## config.mk

```make
export PLATFORM = sky130hd
export DESIGN_NAME = uart_tx_arbiter
export DESIGN_NICKNAME = d
export VERILOG_FILES = /design/src/rtl/uart_tx_arbiter.sv
export SDC_FILE = /design/constraint.sdc
export NUM_CORES = 1
export LEC_CHECK = 0
export ABC_AREA = 1
export ABC_CLOCK_PERIOD_IN_PS = 3650
export BUFFER_PORTS_ARGS = -buffer_cell sky130_fd_sc_hd__buf_2
export CORE_ASPECT_RATIO = 1.2
export CORE_MARGIN = 2
export CORE_UTILIZATION = 53
export DETAILED_ROUTE_END_ITERATION = 6
export GPL_ROUTABILITY_DRIVEN = 0
export PLACE_DENSITY = 0.85
export SLEW_MARGIN = 10
export SYNTH_ARGS = -nofsm -noshare
export SYNTH_HDL_FRONTEND = slang
export SYNTH_SLANG_ARGS = --single-unit
```

## constraint.sdc

```tcl
create_clock -name clk_100MHz -period 3.65 [get_ports clk_100MHz]
set_input_delay 0.365 -clock clk_100MHz [delete_from_list [all_inputs] [get_ports clk_100MHz]]
set_output_delay 0.365 -clock clk_100MHz [all_outputs]
set_load 0.02 [all_outputs]
```

## src/rtl/uart_tx_arbiter.sv

```systemverilog
// uart_tx_arbiter: round-robin sharing of one UART transmitter between NREQ byte producers.
// Optional burst ownership (req_last honoured, HOLD state) with UART_ARB_BURST_EN.
module uart_tx_arbiter #(
    parameter int NREQ  = 4,
    parameter int DBITS = 8
) (
    input  logic                  clk_100MHz,
    input  logic                  reset,
    input  logic [NREQ-1:0]       req,
    input  logic [NREQ*DBITS-1:0] req_data,
    input  logic [NREQ-1:0]       req_last,
    output logic [NREQ-1:0]       req_ack,
    output logic [NREQ-1:0]       req_done,
    output logic [NREQ-1:0]       grant,
    output logic                  busy,
    output logic                  tx_start,
    output logic [DBITS-1:0]      tx_data,
    input  logic                  tx_done
);
    localparam int PW = $clog2(NREQ);
`ifdef UART_ARB_BURST_EN
    typedef enum logic [1:0] {IDLE, ISSUE, WAIT, HOLD} state_t;
`else
    typedef enum logic [1:0] {IDLE, ISSUE, WAIT} state_t;
`endif
    state_t            r_state, w_state;
    logic [PW-1:0]     r_ptr, w_ptr, r_g, w_g, w_win, w_idx, w_sel;
    logic [NREQ-1:0]   w_grant, w_ack, w_done, w_sel_oh;
    logic [DBITS-1:0]  w_data;
    logic              w_start, w_any, w_cap;
`ifdef UART_ARB_BURST_EN
    logic              r_last, w_last;
`else
    logic              w_unused;
    assign w_unused = ^req_last;
`endif

    // Scan downwards so the requester closest after ptr is the last one written.
    always_comb begin
        w_any = 1'b0;
        w_win = '0;
        w_idx = '0;
        for (int i = NREQ - 1; i >= 0; i--) begin
            w_idx = PW'((int'(r_ptr) + i) % NREQ);
            if (req[w_idx]) begin
                w_any = 1'b1;
                w_win = w_idx;
            end
        end
    end

    assign w_sel    = (r_state == IDLE) ? w_win : r_g;
    assign w_sel_oh = NREQ'(1) << w_sel;

    always_comb begin
        w_state = r_state;
        w_g     = r_g;
        w_ptr   = r_ptr;
        w_grant = grant;
        w_data  = tx_data;
        w_ack   = '0;
        w_done  = '0;
        w_start = 1'b0;
        w_cap   = 1'b0;
`ifdef UART_ARB_BURST_EN
        w_last  = r_last;
`endif
        case (r_state)
            IDLE:  w_cap = w_any;
            ISSUE: w_state = WAIT;
            WAIT: if (tx_done) begin
                w_done = grant;
`ifdef UART_ARB_BURST_EN
                if (!r_last) begin
                    w_state = HOLD;
                    w_cap   = req[r_g];
                end else
`endif
                begin
                    w_state = IDLE;
                    w_grant = '0;
                    w_ptr   = (r_g == PW'(NREQ - 1)) ? '0 : r_g + 1'b1;
                end
            end
`ifdef UART_ARB_BURST_EN
            HOLD:  w_cap = req[r_g];
`endif
            default: w_state = IDLE;
        endcase
        if (w_cap) begin
            w_state = ISSUE;
            w_g     = w_sel;
            w_grant = w_sel_oh;
            w_ack   = w_sel_oh;
            w_data  = req_data[w_sel*DBITS +: DBITS];
            w_start = 1'b1;
`ifdef UART_ARB_BURST_EN
            w_last  = req_last[w_sel];
`endif
        end
    end

    always_ff @(posedge clk_100MHz or posedge reset) begin
        if (reset) begin
            r_state  <= IDLE;
            r_ptr    <= '0;
            r_g      <= '0;
            grant    <= '0;
            req_ack  <= '0;
            req_done <= '0;
            tx_start <= 1'b0;
            tx_data  <= '0;
            busy     <= 1'b0;
`ifdef UART_ARB_BURST_EN
            r_last   <= 1'b0;
`endif
        end else begin
            r_state  <= w_state;
            r_ptr    <= w_ptr;
            r_g      <= w_g;
            grant    <= w_grant;
            req_ack  <= w_ack;
            req_done <= w_done;
            tx_start <= w_start;
            tx_data  <= w_data;
            busy     <= (w_state != IDLE);
`ifdef UART_ARB_BURST_EN
            r_last   <= w_last;
`endif
        end
    end
endmodule
```

# Word-level counts from Yosys, hierarchy flattened
# Index checks and enable logic that the tools add are counted.
[totals] regBits=28 in_bits=43 out_inout_bits=22 word_cells=57
[op_classes] addsub=4 magnitude_cmp=4 eq_ne=3 shift=2 n_mux=29 n_reduce_logical=6
[ops] operator="indexed part select 32 x 6 -> 8 bit" n=1
[ops] operator="2-to-1 mux 4 bit" n=6
[ops] operator="2-to-1 mux 2 bit" n=8
[ops] operator="less-than comparator 2 x 3 -> 1 bit, second input constant" n=4
[ops] operator="2-to-1 mux 1 bit" n=10
[ops] operator="binary-select mux 1 bit (select 2 bit)" n=4
[ops] operator="case mux 2 bit (3 select lines)" n=1
[ops] operator="nonzero test 2 bit" n=3
[ops] operator="adder 2 x 1 -> 2 bit, second input constant" n=2
[ops] operator="adder 2 bit, second input constant" n=2
[ops] operator="equality test 2 bit, second input constant" n=2
[ops] operator="AND reduction 2 bit" n=2
[ops] operator="left shift 1 x 2 -> 4 bit, first input constant" n=1
[ops] operator="equality test 2 x 1 -> 1 bit, second input constant" n=1
[ops] operator="zero test 2 bit" n=1

# Depth between registers and ports, before layout
[logic_depth] depth_word=10 ltp_mapped=15 ltp_nobuf=15

# Worst setup path before layout
# Ideal clock, no wire load.
[synth_timing] path_kind="register -> register" start="register r_ptr[0]" end="register tx_data[0]" setup_time_ps=126 arrival_ps=1583 t_required_ps=3524 path_slack_ps=1940 path_stages_with_launch=13 path_buffers=2 period_less_slack_ps=1710 path_cell_list="dfrtp_1 -> buf_6 -> nand2_1 -> nand3_1 -> nand2_1 -> nand3_2 -> nand2_2 -> nand2_2 -> nand3_4 -> nand2_8 -> buf_8 -> o211ai_2 -> nand3_2"
[synth_between] elab_chain_cells=9 word_cells_on_any_way=22 cone_classes="add/sub (3); shift (1); mux (18)"
[synth_rtl] item="start, declared" line="27" text="logic [PW-1:0] r_ptr, w_ptr, r_g, w_g, w_win, w_idx, w_sel;"
[synth_rtl] item="start signal, assigned" line="119" text="r_ptr <= w_ptr;"
[synth_rtl] item="adder 2 bit" line="44" text="w_idx = PW'((int'(r_ptr) + i) % NREQ);"
[synth_rtl] item="binary-select mux 1 bit (select 2 bit)" line="45" text="if (req[w_idx]) begin"
[synth_rtl] item="2-to-1 mux 1 bit (not written as such)" line="45"
[synth_rtl] item="2-to-1 mux 2 bit (4 in series)" line="45"
[synth_rtl] item="2-to-1 mux 2 bit" line="52" text="assign w_sel = (r_state == IDLE) ? w_win : r_g;"
[synth_rtl] item="indexed part select 32 x 6 -> 8 bit" line="95" text="w_data = req_data[w_sel*DBITS +: DBITS];"
[synth_rtl] item="end signal, assigned" line="125" text="tx_data <= w_data;"
[synth_rtl] item="end, declared" line="17" text="output logic [DBITS-1:0] tx_data,"
# Parallel ways exist; a longest one is shown, timed or not. The select of a mux whose other input is x is not followed.
# A chain may end at the register's enable or synchronous reset.

# Worst setup path after layout
[layout_timing] start="register r_ptr[0]" end="register busy"
[layout_between] elab_chain_cells=10 word_cells_on_any_way=18 cone_classes="add/sub (3); mux (14); reduce/logical (1)"
[layout_rtl] item="adder 2 bit" line="44"
[layout_rtl] item="binary-select mux 1 bit (select 2 bit)" line="45"
[layout_rtl] item="2-to-1 mux 1 bit (not written as such)" line="45"
[layout_rtl] item="2-to-1 mux 1 bit (3 in series)" line="45"
[layout_rtl] item="2-to-1 mux 1 bit (*)" line="45"
[layout_rtl] item="2-to-1 mux 1 bit (*)" line="68" text="case (r_state)"
[layout_rtl] item="named net w_cap" line="30" text="logic w_start, w_any, w_cap;"
[layout_rtl] item="2-to-1 mux 2 bit (*)" line="90" text="if (w_cap) begin"
[layout_rtl] item="nonzero test 2 bit (*)" line="126" text="busy <= (w_state != IDLE);"
[layout_rtl] item="end signal, assigned" line="126"
[layout_rtl] item="end, declared" line="15" text="output logic busy,"
# Mark *: on every way through the listed nets, which the timed path passes. The rest lies on a longest branch. The select of a mux whose other input is x is not followed.

==> flow_summary_export.csv <==
group,metric,value,unit
run_status,outcome,"finished, final reports clean",
critical_path,end_kind,"flip-flop",
synthesis,synth_ff_type,"dfrtp_1",
critical_path,endpoint,"busy$_DFF_PP0_",
drt,routed_wl,3.465,mm
clock_network,cts_sinks,28,
die,start_util,56.21,%
die,die-area,3745,sq um
sta,max_freq,417.8,MHz
power_and_ir_drop,p_clk_share,9.6,%
sta,fin_crit_sh,65.58,%
synthesis,synth-edff-count,0,
critical_path,path_common_cell,"nand2_1",
critical_path,cp-startpoint,"r_ptr[0]$_DFFE_PP0P_",
drt,drt_iter0_drc,80,
critical_path,ff2ff_path_depth,10,
clock_network,cts_resized,0,
critical_path,required,3.87,ns
final_layout,num-nets-final,334,
sta,setup-violations-final,0,
critical_path,critical_path_class,"flip-flop to flip-flop",
sta,relSlewSlack,32.53,%
sta,setup_ws,1.256,ns
global_route,grt_pass1_vias,1489,
global_route,antenna_found_initial,0,
critical_path,arrival,2.61,ns
clock_network,post-cts-setup-buffer-count,0,
synthesis,ys_ff_latch,28,
sta,fin_setup_tns,0,ns
critical_path,crit_path_top_delay_cell,"dfrtp_1",
placed_design,portBuffers,60,
drt,vias_per_cell,4.975,
sta,worstMarginPinSlew,1.011,ns
synthesis,postSynthAreaPerCell,7.600,sq um
clock_network,cts.clk_slew.worst_paths,0.14,ns
clock_network,cts_tree,"done",
synthesis,synth_most_common_cell,"nand2_1",
synthesis,netlist_area,1733,sq um
critical_path,crit_path_cell_trace,"inv_1, nand2_2, nand2_4, nand2_1, nand2_1, nor2_1, nand3_1, o21ai_2, inv_2, or2_1",
synthesis,yosysSeqAreaShare,40.43,%
critical_path,cp_max_fo,13,
die,core_area,3083,sq um
global_route,groute.usage.overall,20.14,%
clock_network,hold_buffers,0,
power_and_ir_drop,p_sw,0.001075,W
drt,vias,1617,
synthesis,yosysTopAreaCell,"dfrtp_1",
die,die_w,56.20,um
critical_path,cp-start-kind,"flip-flop",
sta,finalClockSkew,0.002314,ns
synthesis,synth_commonest_cells,"52 x nand2_1, 46 x inv_1, 30 x nand3_1, 28 x dfrtp_1",
power_and_ir_drop,peakVddDrop,0.0006463,V
run,maxCapViolCount,0,
clock_network,max-clock-path-buffers,2,
drt,drc,0,
power_and_ir_drop,p_comb_share,64.9,%
drt,wire_per_inst,10.66,um
sta,fin_crit,2.394,ns
clock_network,cts-htree-levels,1,
clock_network,root_buffer,"clkbuf_4",
sta,finalHoldViolCount,0,
clock_network,clkLatencyLatePin,0.32,ns
synthesis,synth.top_cells.by_area,"dfrtp_1 40%, nand2_1 11%, inv_1 10%",
drt,ant_nets,0,
power_and_ir_drop,p_per_area,986.4,nW/um^2
synthesis,synthCells,228,
critical_path,r2r_start,"r_ptr[0]$_DFFE_PP0P_",
die,die_h,66.64,um
synthesis,synthesis.nets,272,
power_and_ir_drop,p_seq_share,25.5,%
drt,firstDrtPassIters,4,
synthesis,synth-async-reset-ratio,100.0,%
global_route,grt_max_degree,29,
synthesis,synth_top_area_share,40.43,%
sta,maxSlewViolCount,0,
final_layout,final_util,68.02,%
final_layout,drive_above_1_share,35.99,%
global_route,grt_first_pass_wirelength,6.051,mm
die,ios,65,
power_and_ir_drop,intPower,0.0009930,W
power_and_ir_drop,p_leak,1.271,nW
sta,rsz0062_at_grt,"no",
critical_path,cp_slowest_stage_delay,0.70,ns
critical_path,regToRegSetupSlack,1.26,ns
die,num_rows,22,
final_layout,syn2layout_area_growth,21.01,%
critical_path,reg2reg_to,"busy$_DFF_PP0_",
clock_network,cts_made_buffers,3,
placed_design,dp_hpwl,2.651,mm
power_and_ir_drop,swShare,51.99,%
placed_design,dp_slack,1.288,ns
synthesis,synth_cell_types,24,
synthesis,yosys_warnings,0,
min_path,hp-class,"input port to asynchronous set/reset pin",
final_layout,antenna_cells,0,
global_route,grt_overflow,0,
[worst max-delay path, delay by kind of cell (launching register included)]
kind,cells,cell delay (ns)
buf+inv,2,0.38
simple gates,7,0.72
compound gates,1,0.50
flops,1,0.70
[how the worst min path moves through the flow]
stage / start / end / slack (ns) / cells past startpoint
2_1_floorplan: reset / busy$_DFF_PP0_ / 0.43 / 1
3_3_place_gp: r_state[1]$_DFF_PP0_ / r_state[1]$_DFF_PP0_ / 0.47 / 1
3_5_place_dp: tx_data[5]$_DFFE_PP0P_ / tx_data[5]$_DFFE_PP0P_ / 0.46 / 2
4_1_cts: req_data[25] / tx_data[1]$_DFFE_PP0P_ / 0.29 / 3
5_1_grt: req_data[30] / tx_data[6]$_DFFE_PP0P_ / 0.28 / 3
6_report: reset / req_ack[3]$_DFF_PP0_ / 0.25 / 2
[layout make-up]
type	count	area (sq um)
clock buffers	3	22.52
fillers	272	985.9
flip-flops and latches	28	700.7
inverters	52	195.2
clock inverters	1	30.03
well taps	36	45.04
multi-input cells	145	803.3
repair buffers	60	300.3
[flip-flops by register name, indices dropped and copies added (netlist names)]
| signal | flops |
|---|---|
| req_ack | 4 |
| req_done | 4 |
| r_ptr | 2 |
| tx_start | 1 |
| grant | 4 |
| busy | 1 |
| r_state | 2 |
| r_g | 2 |
| tx_data | 8 |
[power groups by stage]
| stage | sequential (W) | combinational [W] | clock [W] |
|---|---|---|---|
| final | 0.000526 | 0.00134 | 0.000199 |
| after global routing | 0.000545 | 0.00151 | 0.000216 |
| after CTS | 0.000527 | 0.00135 | 0.000201 |
| after detailed placement | 0.000532 | 0.00134 | 0 |
| after global placement | 0.000532 | 0.00131 | 0 |
| after floorplan | 0.000626 | 0.00100 | 0 |
[per-layer routing]
metal | part of all wire (%) | vias up | wire, um | track usage (%)
li1 | - | 829 | - | -
met2 | 50 | 44 | 1716 | 37.50
met3 | 4.6 | 4 | 159 | 3.301
met4 | 0.98 | 0 | 34 | 4.167
met1 | 45 | 740 | 1555 | 24.47
met5 | 0 | - | 0 | 0
[stage by stage]
step / instance area, sq um / power, W / std cells / hold WS (ns)
2_1_floorplan: 1733 / 0.001629 / 228 / 0.4304
3_3_place_gp: 2044 / 0.001842 / 321 / 0.4665
3_5_place_dp: 2044 / 0.001870 / 321 / 0.4615
4_1_cts: 2097 / 0.002076 / 325 / 0.2875
5_1_grt: 2097 / 0.002276 / 325 / 0.2832
6_report: 2097 / 0.002068 / 325 / 0.2540
[layout by cell type (no fill, tap or decap)]
cell type	n
o21ai_2	4
nand2_2	14
o31ai_1	1
o211ai_2	4
buf_2	60
clkbuf_4	3
a21oi_1	4
inv_1	46
nand3_2	7
nor2_4	1
nand3_1	30
bufinv_16	1
nand2_4	2
o22ai_1	4
o21ai_0	3
nand2_1	52
nor2_1	14
dfrtp_1	28
ha_1	1
inv_2	6
nand2_8	1
or2_1	1
nand3_4	1
o21ai_1	1
[cell families (layout without fill, tap and decap cells)]
logic type               after synthesis  after routing  synth area share, %
AO/OA/AOI/OAI                         21             21                9.097
adder cells (fa/ha/maj)                1              1               0.7219
buffers and inverters                 55            116                13.21
flip-flops                            28             28                40.43
AND/OR/NAND/NOR                      123            123                36.53
(Power assumes the default switching activity.)
